**config.mk**
```make
export PLATFORM = sky130hd
export DESIGN_NAME = proc_io_bank
export DESIGN_NICKNAME = d
export VERILOG_FILES = /design/src/rtl/proc_io_bank.sv
export SDC_FILE = /design/constraint.sdc
export NUM_CORES = 1
export LEC_CHECK = 0
export ABC_AREA = 0
export CAP_MARGIN = 20
export CORE_MARGIN = 4
export CORE_UTILIZATION = 50
export CTS_CLUSTER_SIZE = 20
export DETAILED_ROUTE_END_ITERATION = 12
export DONT_BUFFER_PORTS = 1
export PLACE_DENSITY = 0.68
export SLEW_MARGIN = 10
export SYNTH_ARGS = -nofsm -noshare
export SYNTH_HDL_FRONTEND = slang
export SYNTH_SLANG_ARGS = --single-unit
```
**constraint.sdc**
```tcl
create_clock -name clk -period 4.2 [get_ports clk]
set_input_delay 0.84 -clock clk [delete_from_list [all_inputs] [get_ports clk]]
set_output_delay 0.84 -clock clk [all_outputs]
set_load 0.01 [all_outputs]
```
**src/rtl/proc_io_bank.sv**
```systemverilog
// rtl/proc_io_bank.sv - buffered processor I/O port bank with one FIFO per channel
// Input FIFOs feed processor reads; output FIFOs drain processor writes to the outside world.

module proc_io_fifo #(
  parameter int NBW    = 28,
  parameter int FDEPTH = 4
) (
  input  logic           clk,
  input  logic           rst,
  input  logic           push,
  input  logic           pop,
  input  logic [NBW-1:0] wdata,
  output logic [NBW-1:0] rdata,
  output logic           full,
  output logic           empty
);
  localparam int PW = $clog2(FDEPTH);
  localparam int CW = PW + 1;

  logic [PW-1:0]  rd_ptr_q, rd_ptr_d;
  logic [PW-1:0]  wr_ptr_q, wr_ptr_d;
  logic [CW-1:0]  count_q, count_d;
  logic [NBW-1:0] mem_q [FDEPTH];

  assign full  = (count_q == CW'(FDEPTH));
  assign empty = (count_q == '0);
  assign rdata = mem_q[rd_ptr_q];

  // Callers qualify push/pop against full/empty; pointers wrap naturally (power-of-2 depth).
  always_comb begin
    rd_ptr_d = rd_ptr_q;
    wr_ptr_d = wr_ptr_q;
    count_d  = count_q;
    if (push) wr_ptr_d = wr_ptr_q + 1'b1;
    if (pop)  rd_ptr_d = rd_ptr_q + 1'b1;
    case ({push, pop})
      2'b10:   count_d = count_q + 1'b1;
      2'b01:   count_d = count_q - 1'b1;
      default: count_d = count_q;
    endcase
  end

  always_ff @(posedge clk or posedge rst) begin
    if (rst) begin
      rd_ptr_q <= '0;
      wr_ptr_q <= '0;
      count_q  <= '0;
    end else begin
      rd_ptr_q <= rd_ptr_d;
      wr_ptr_q <= wr_ptr_d;
      count_q  <= count_d;
    end
  end

  always_ff @(posedge clk) begin
    if (push) mem_q[wr_ptr_q] <= wdata;
  end
endmodule

module proc_io_bank #(
  parameter int NUIOIN = 4,
  parameter int NUIOOU = 4,
  parameter int NBW    = 28,
  parameter int FDEPTH = 4,
  localparam int AIW   = (NUIOIN > 1) ? $clog2(NUIOIN) : 1,
  localparam int AOW   = (NUIOOU > 1) ? $clog2(NUIOOU) : 1
) (
  input  logic                  clk,
  input  logic                  rst,
  input  logic [NUIOIN*NBW-1:0] s_data,
  input  logic [NUIOIN-1:0]     s_valid,
  output logic [NUIOIN-1:0]     s_ready,
  output logic [NUIOOU*NBW-1:0] m_data,
  output logic [NUIOOU-1:0]     m_valid,
  input  logic [NUIOOU-1:0]     m_ready,
  input  logic                  proc_req_in,
  input  logic [AIW-1:0]        addr_in,
  output logic [NBW-1:0]        proc_in_data,
  input  logic                  proc_out_en,
  input  logic [AOW-1:0]        addr_out,
  input  logic [NBW-1:0]        proc_out_data,
  output logic                  stall
);
  logic [NUIOIN-1:0] full_in, empty_in, push_in, pop_in;
  logic [NUIOOU-1:0] full_out, empty_out, push_out, pop_out;
  logic [NBW-1:0]    head_in  [NUIOIN];
  logic [NBW-1:0]    head_out [NUIOOU];
  logic              stall_in, stall_out;

  assign s_ready = ~full_in & {NUIOIN{~rst}};
  assign m_valid = ~empty_out;

  for (genvar i = 0; i < NUIOIN; i++) begin : g_in
    assign push_in[i] = s_valid[i] && s_ready[i];
    assign pop_in[i]  = proc_req_in && (addr_in == AIW'(i)) && !empty_in[i];
    proc_io_fifo #(.NBW(NBW), .FDEPTH(FDEPTH)) u_fifo (
      .clk(clk), .rst(rst), .push(push_in[i]), .pop(pop_in[i]),
      .wdata(s_data[i*NBW +: NBW]), .rdata(head_in[i]),
      .full(full_in[i]), .empty(empty_in[i])
    );
  end

  for (genvar j = 0; j < NUIOOU; j++) begin : g_out
    assign push_out[j] = proc_out_en && (addr_out == AOW'(j)) && !full_out[j];
    assign pop_out[j]  = m_valid[j] && m_ready[j];
    assign m_data[j*NBW +: NBW] = head_out[j];
    proc_io_fifo #(.NBW(NBW), .FDEPTH(FDEPTH)) u_fifo (
      .clk(clk), .rst(rst), .push(push_out[j]), .pop(pop_out[j]),
      .wdata(proc_out_data), .rdata(head_out[j]),
      .full(full_out[j]), .empty(empty_out[j])
    );
  end

  // Addresses beyond the channel count match no channel: data reads 0 and nothing stalls.
  always_comb begin
    proc_in_data = '0;
    stall_in     = 1'b0;
    stall_out    = 1'b0;
    for (int i = 0; i < NUIOIN; i++) begin
      if (addr_in == AIW'(i)) begin
        if (!empty_in[i]) proc_in_data = head_in[i];
        stall_in = proc_req_in && empty_in[i];
      end
    end
    for (int j = 0; j < NUIOOU; j++) begin
      if (addr_out == AOW'(j)) stall_out = proc_out_en && full_out[j];
    end
  end

  assign stall = (stall_in || stall_out) && !rst;
endmodule

```
Word level (Yosys, flattened, before mapping). Memories as Yosys holds them, arrays and structs flattened. Cells that the tools add are included.

Eq/ne operators: 30. Reduce and logical (&&, ||, !) cells: 61. $add $sub $neg: 32. Muxes and demuxes: 40. Bitwise operators: 4.

Operator list (number): two-way mux 28 bit (8); one-hot mux 3 bit (2 select lines) (8); logical AND 1 bit (33); adder 2 x 1 -> 2 bit, second input constant (16); adder 3 x 1 -> 3 bit, second input constant (8); == test 2 bit, second input constant (12); == test 3 bit, second input constant (8); logical NOT 3 bit (8); two-way mux 1 bit (24); subtractor 3 x 1 -> 3 bit, second input constant (8); == test 2 x 1 -> 1 bit, second input constant (10); nonzero test 2 bit (8); logical NOT 1 bit (9); NOT 4 bit (2); AND 4 bit (1); logical NOT 2 bit (2); logical OR 1 bit (1); NOT 1 bit (1).

Logic and storage cells: 199. Input bits: 156. Register bits: 56. Memories kept: 8. Output and inout bits: 149. Memory bits (writable): 896.

Memory list: g_in[0].u_fifo.mem_q (depth 4, width 28, read ports 1, clocked after Yosys merged registers in 0, wr ports 1, line 23) `logic [NBW-1:0] mem_q [FDEPTH];`; g_in[1].u_fifo.mem_q (depth 4, width 28, read ports 1, clocked after Yosys merged registers in 0, wr ports 1, line 23); g_in[2].u_fifo.mem_q (depth 4, width 28, read ports 1, clocked after Yosys merged registers in 0, wr ports 1, line 23); g_in[3].u_fifo.mem_q (depth 4, width 28, read ports 1, clocked after Yosys merged registers in 0, wr ports 1, line 23); g_out[0].u_fifo.mem_q (depth 4, width 28, read ports 1, clocked after Yosys merged registers in 0, wr ports 1, line 23); g_out[1].u_fifo.mem_q (depth 4, width 28, read ports 1, clocked after Yosys merged registers in 0, wr ports 1, line 23); 2 more memories.

Longest topological paths before layout.
Word-level depth: 9. Depth in mapped cells: 10. Gate-level depth less buffers: 9.

Cells and area by module. A second synthesis with hierarchy kept.

Cells, all modules: 1694. Area total of the unflattened synthesis: 36937.9 µm².

Modules (own cells, without submodules): proc_io_fifo (cells each 183, sequential area each 3538.4 µm², area an instance 4444.3 µm², instances 8); proc_io_bank (cells each 230, sequential area each 0.0 µm², area an instance 1383.8 µm², instances 1).

Worst setup path after synthesis. No wires, ideal clock.

Path type: input to output. Start point: input addr_in[0]. End point: output proc_in_data[26]. Slack: 1.494 ns. Data required time: 3.360 ns. Path buffers: 3. Data arrival time: 1.866 ns. Stages on the path: 6. Cell sequence: buf_4 nor2b_2 buf_2 buf_2 nand3_1 a31oi_1.

Longest elaborated chain between the ends: 8. Elaborated cells between the ends (all ways): 11. Classes of those cells: 3 x eq/ne; 7 x mux; 1 x reduce/logical.

Ends and longest elaborated chain: start: declaration (line 77) `input logic [AIW-1:0] addr_in,`; logical NOT 2 bit (line 120) `if (addr_in == AIW'(i)) begin`; two-way mux 28 bit (line 120); two-way mux 28 bit (line 121) `if (!empty_in[i]) proc_in_data = head_in[i];`; two-way mux 28 bit (line 120); two-way mux 28 bit (line 121); two-way mux 28 bit (line 120); two-way mux 28 bit (line 121); two-way mux 28 bit (*) (line 120); end: declaration (line 78) `output logic [NBW-1:0] proc_in_data,`.

Mark *: on every way between the ends. The rest lies on a longest branch, timed or not.

Final worst setup path.
Start point: register g_in[3].u_fifo.count_q[0]. End point: output proc_in_data[4].

Longest elaborated chain between the ends: 3.

Ends and longest elaborated chain: start: declaration (line 22) `logic [CW-1:0] count_q, count_d;`; start signal: assignment (line 51) `count_q <= count_d;`; logical NOT 3 bit (line 26) `assign empty = (count_q == '0);`; two-way mux 28 bit (line 121); two-way mux 28 bit (line 120).

No other way between the ends.

==> out/summary.json <==
{
  "status": {"value": "complete, no violations"},
  "grt_first_pass_wirelength": {"value": 119000, "unit": "um"},
  "remaining_max_slew_budget_at_the_tightest_pin": {"value": 35.4, "unit": "%"},
  "max_cap_viol_count": {"value": 0},
  "antenna_violating_nets_post_route": {"value": 0},
  "rsz0062_at_grt": {"value": "no"},
  "critical_path.startpoint_type": {"value": "register"},
  "setup_viol_count_final": {"value": 0},
  "drt-total-wl": {"value": 81700, "unit": "um"},
  "worstMarginPinSlew": {"value": 0.969, "unit": "ns"},
  "synth.net_count": {"value": 1839},
  "critical_path_peak_fanout": {"value": 27},
  "post_synth_instance_area": {"value": 36700, "unit": "um2"},
  "post_drt_wl_per_cell": {"value": 29.5, "unit": "um"},
  "clock_h_tree_levels": {"value": 3},
  "post_cts.repair.setup_buffers": {"value": 0},
  "number_of_antenna_violations_at_the_first_check_in_global_routing": {"value": 3},
  "route.vias.total": {"value": 16663},
  "arrival": {"value": 2.99, "unit": "ns"},
  "cts.sinks": {"value": 952},
  "grt_use_total": {"value": 21.1, "unit": "%"},
  "nNetsFinal": {"value": 1934},
  "ys_top_cells_by_count": {"value": "sky130_fd_sc_hd__edfxtp_1 (896), sky130_fd_sc_hd__mux4_2 (224), sky130_fd_sc_hd__nand3_1 (60), sky130_fd_sc_hd__dfrtp_1 (56), sky130_fd_sc_hd__inv_1 (55)"},
  "timing.reg2reg.worst_path_depth": {"value": 8},
  "worst_hold_slack": {"value": 0.195, "unit": "ns"},
  "final_max_slew_viol_count": {"value": 0},
  "yosysWarningCount": {"value": 0},
  "reg2reg_slack": {"value": 1.55, "unit": "ns"},
  "detailedPlace.worstSlack": {"value": 0.842, "unit": "ns"},
  "detailedPlacementHpwl": {"value": 53200, "unit": "um"},
  "synth_top_family_by_area": {"value": "multiplexers"},
  "period_needed": {"value": 3.83, "unit": "ns"},
  "grt_pass1_vias": {"value": 17296},
  "hold_violations": {"value": 0},
  "number_of_synthesized_flops_with_an_enable_pin": {"value": 896},
  "yosys.cell_count.top_type": {"value": "sky130_fd_sc_hd__edfxtp_1"},
  "power.density": {"value": 665, "unit": "nW/um2"},
  "rows": {"value": 99},
  "syn_area_per_cell": {"value": 22.5, "unit": "um2"},
  "maximum_clock_frequency": {"value": 261, "unit": "MHz"},
  "timing.rr.end": {"value": "g_in[0].u_fifo.count_q[2]"},
  "final_critical_path_setup_slack": {"value": 0.371, "unit": "ns"},
  "cts_buffer_depth": {"value": 3},
  "synth-seq-area-share": {"value": 77.1, "unit": "%"},
  "cts_repair_resize_count": {"value": 0},
  "post-synth-top-area-fraction": {"value": 73.2, "unit": "%"},
  "io_buffer_count": {"value": 0},
  "initial_core_utilization": {"value": 50.4, "unit": "%"},
  "vdd_drop_max": {"value": 0.483, "unit": "mV"},
  "final_layout_size_suffix_gt1_share": {"value": 25.9, "unit": "%"},
  "fin_crit_sh": {"value": 91.2, "unit": "%"},
  "max_stage_delay": {"value": 0.66, "unit": "ns"},
  "die_width": {"value": 279, "unit": "um"},
  "routed_via_density": {"value": 6.01},
  "tritoncts": {"value": "yes"},
  "synthXorXnorAreaFrac": {"value": 1.14, "unit": "%"},
  "portion_of_netlist_area_occupied_by_mux_cells": {"value": 14.2, "unit": "%"},
  "synth_simple_gate_area_share": {"value": 2.16, "unit": "%"},
  "coreArea": {"value": 72800, "unit": "um2"},
  "skew": {"value": 0.0277, "unit": "ns"},
  "tns": {"value": 0, "unit": "ns"},
  "syn-instance-count": {"value": 1635},
  "fraction_of_registers_with_async_set_or_reset_after_synthesis": {"value": 5.88, "unit": "%"},
  "fillers": {"value": 5203},
  "yosys-top-cells-area": {"value": "sky130_fd_sc_hd__edfxtp_1 (73%), sky130_fd_sc_hd__mux4_2 (14%), sky130_fd_sc_hd__dfrtp_1 (3.8%)"},
  "buffer_type_at_the_clock_tree_root": {"value": "sky130_fd_sc_hd__clkbuf_16"},
  "tritoncts_buffer_count": {"value": 96},
  "critPathKind": {"value": "reg -> out"},
  "grt_max_degree": {"value": 31},
  "fp.dieArea": {"value": 77900, "unit": "um2"},
  "synth_fa_ha_area_share": {"value": 1.80, "unit": "%"},
  "final_cell_count_no_fill": {"value": 2771},
  "drt_drc": {"value": 0},
  "gp_routability_congestion": {"value": 0.806},
  "floorplan.io_pins": {"value": 305},
  "timing.critical_path.to_type": {"value": "output pin"},
  "postSynthRegisterBits": {"value": 952},
  "synth_flop_cell": {"value": "sky130_fd_sc_hd__edfxtp_1"},
  "place.detailed.instances": {"value": 2591},
  "grt_overflow_total": {"value": 0},
  "min_path_type": {"value": "in -> async"},
  "static-leakage-power": {"value": 13.4, "unit": "nW"},
  "post_cts_hold_buffer_count": {"value": 0},
  "layout_area_growth_over_synthesis": {"value": 12.3, "unit": "%"},
  "timing.critical_path.cells": {"value": "o311a_1 -> a21oi_4 -> a31oi_1 -> buf_4"},
  "synth_largest_area_cell": {"value": "sky130_fd_sc_hd__edfxtp_1"},
  "die_y": {"value": 279, "unit": "um"},
  "critical_path.reg2reg.startpoint": {"value": "g_in[0].u_fifo.count_q[0]"},
  "clkTransAtPathRegs": {"value": 0.06, "unit": "ns"},
  "worst_ep_required_time": {"value": 3.36, "unit": "ns"},
  "yosys.cell_types.count": {"value": 53},
  "dr.pass1.iters": {"value": 5},
  "cp_slowest_cell": {"value": "sky130_fd_sc_hd__a21oi_4"},
  "synth_compound_gate_area_share": {"value": 1.79, "unit": "%"},
  "violation_count_after_the_first_detailed_routing_iteration": {"value": 1660},
  "clock_latency": {"value": 0.65, "unit": "ns"}
}
-- flip-flops by register name, indices dropped and copies added (netlist names) --
| name | cells |
|---|---|
| g_out.u_fifo.count_q | 12 |
| g_in.u_fifo.rd_ptr_q | 8 |
| g_out.u_fifo.rd_ptr_q | 8 |
| g_out.u_fifo.mem_q | 448 |
| g_in.u_fifo.count_q | 12 |
| g_out.u_fifo.wr_ptr_q | 8 |
| g_in.u_fifo.mem_q | 448 |
| g_in.u_fifo.wr_ptr_q | 8 |
-- final cells by class --
| cell class | count | area [um2] | share of cell area (%) |
|---|---|---|---|
| antenna | 1 | 2.50 | 0.00606 |
| clock buffer | 116 | 2500 | 6.05 |
| clock inverter | 63 | 754 | 1.83 |
| inverter | 55 | 206 | 0.500 |
| multi-input combinational | 553 | 7750 | 18.8 |
| sequential | 952 | 28300 | 68.6 |
| tap | 959 | 1200 | 2.91 |
| timing repair buffer | 72 | 541 | 1.31 |
-- worst max path at each step --
stage / start / endpoint / slack (ns) / cells past startpoint
after floorplan: addr_in[0] / proc_in_data[26] / 1.49 / 6
after global placement: addr_in[0] / proc_in_data[4] / 0.86 / 5
after detailed placement: addr_in[0] / proc_in_data[4] / 0.84 / 5
after CTS: g_in[3].u_fifo.rd_ptr_q[0] / proc_in_data[22] / 0.36 / 4
after global routing: g_in[3].u_fifo.count_q[0] / proc_in_data[4] / 0.26 / 4
final: g_in[3].u_fifo.count_q[0] / proc_in_data[4] / 0.37 / 4
-- layer usage --
metal	up-vias	wire length, um	global-route usage [%]
met3	127	9040	7.75
met4	4	1970	5.76
li1	6977	-	-
met2	723	41500	35.1
met5	-	25	0
met1	8832	29200	26.4
-- layout by cell type (no fill, tap or decap), types with 5 or more instances in the layout --
cell type and n:
sky130_fd_sc_hd__dfrtp_2 8, sky130_fd_sc_hd__nand2_1 5, sky130_fd_sc_hd__edfxtp_1 896, sky130_fd_sc_hd__clkinv_2 21, sky130_fd_sc_hd__xor2_1 23, sky130_fd_sc_hd__clkinv_1 17
sky130_fd_sc_hd__a31oi_1 27, sky130_fd_sc_hd__dfrtp_1 48, sky130_fd_sc_hd__buf_4 72, sky130_fd_sc_hd__xnor2_1 25, sky130_fd_sc_hd__o32ai_1 27, sky130_fd_sc_hd__or3_1 5
sky130_fd_sc_hd__fa_1 8, sky130_fd_sc_hd__mux2i_1 8, sky130_fd_sc_hd__mux2_2 6, sky130_fd_sc_hd__and2_1 32, sky130_fd_sc_hd__nand3_1 60, sky130_fd_sc_hd__inv_1 54
sky130_fd_sc_hd__clkbuf_16 96, sky130_fd_sc_hd__bufinv_16 13, sky130_fd_sc_hd__clkbuf_1 18, sky130_fd_sc_hd__nor2_1 13, sky130_fd_sc_hd__mux4_2 224, sky130_fd_sc_hd__ha_1 40
-- worst max-delay path, delay by kind of cell (launching register included) --
kind	cells	cell delay, ns
compound gates	3	1.58
flops	1	0.47
buf+inv	1	0.28
-- per-stage QoR --
stage,area [um2],total power (W),utilization (%)
detailed placement,38000,0.0191,52.2
global route,41300,0.0287,56.7
CTS,41300,0.0278,56.7
global placement,38000,0.0190,52.2
floorplan,36700,0.0171,-
finish,41300,0.0274,56.7
-- logic make-up after synthesis --
kind of cell / after synthesis
AO/OA/AOI/OAI: 78
buffers and inverters: 130
AND/OR/NAND/NOR: 139
multiplexers: 240
flip-flops: 952
adder cells (fa/ha/maj): 48
XOR/XNOR: 48
-- power breakdown --
group	leakage (nW)	switching [W]	total, W	internal (W)
Sequential	8.76	0.000951	0.0124	0.0114
Combinational	3.01	0.00358	0.00642	0.00284
Clock	1.59	0.00356	0.00864	0.00508
Total	13.4	0.00809	0.0274	0.0194
Power figures use the tool's default switching activity.
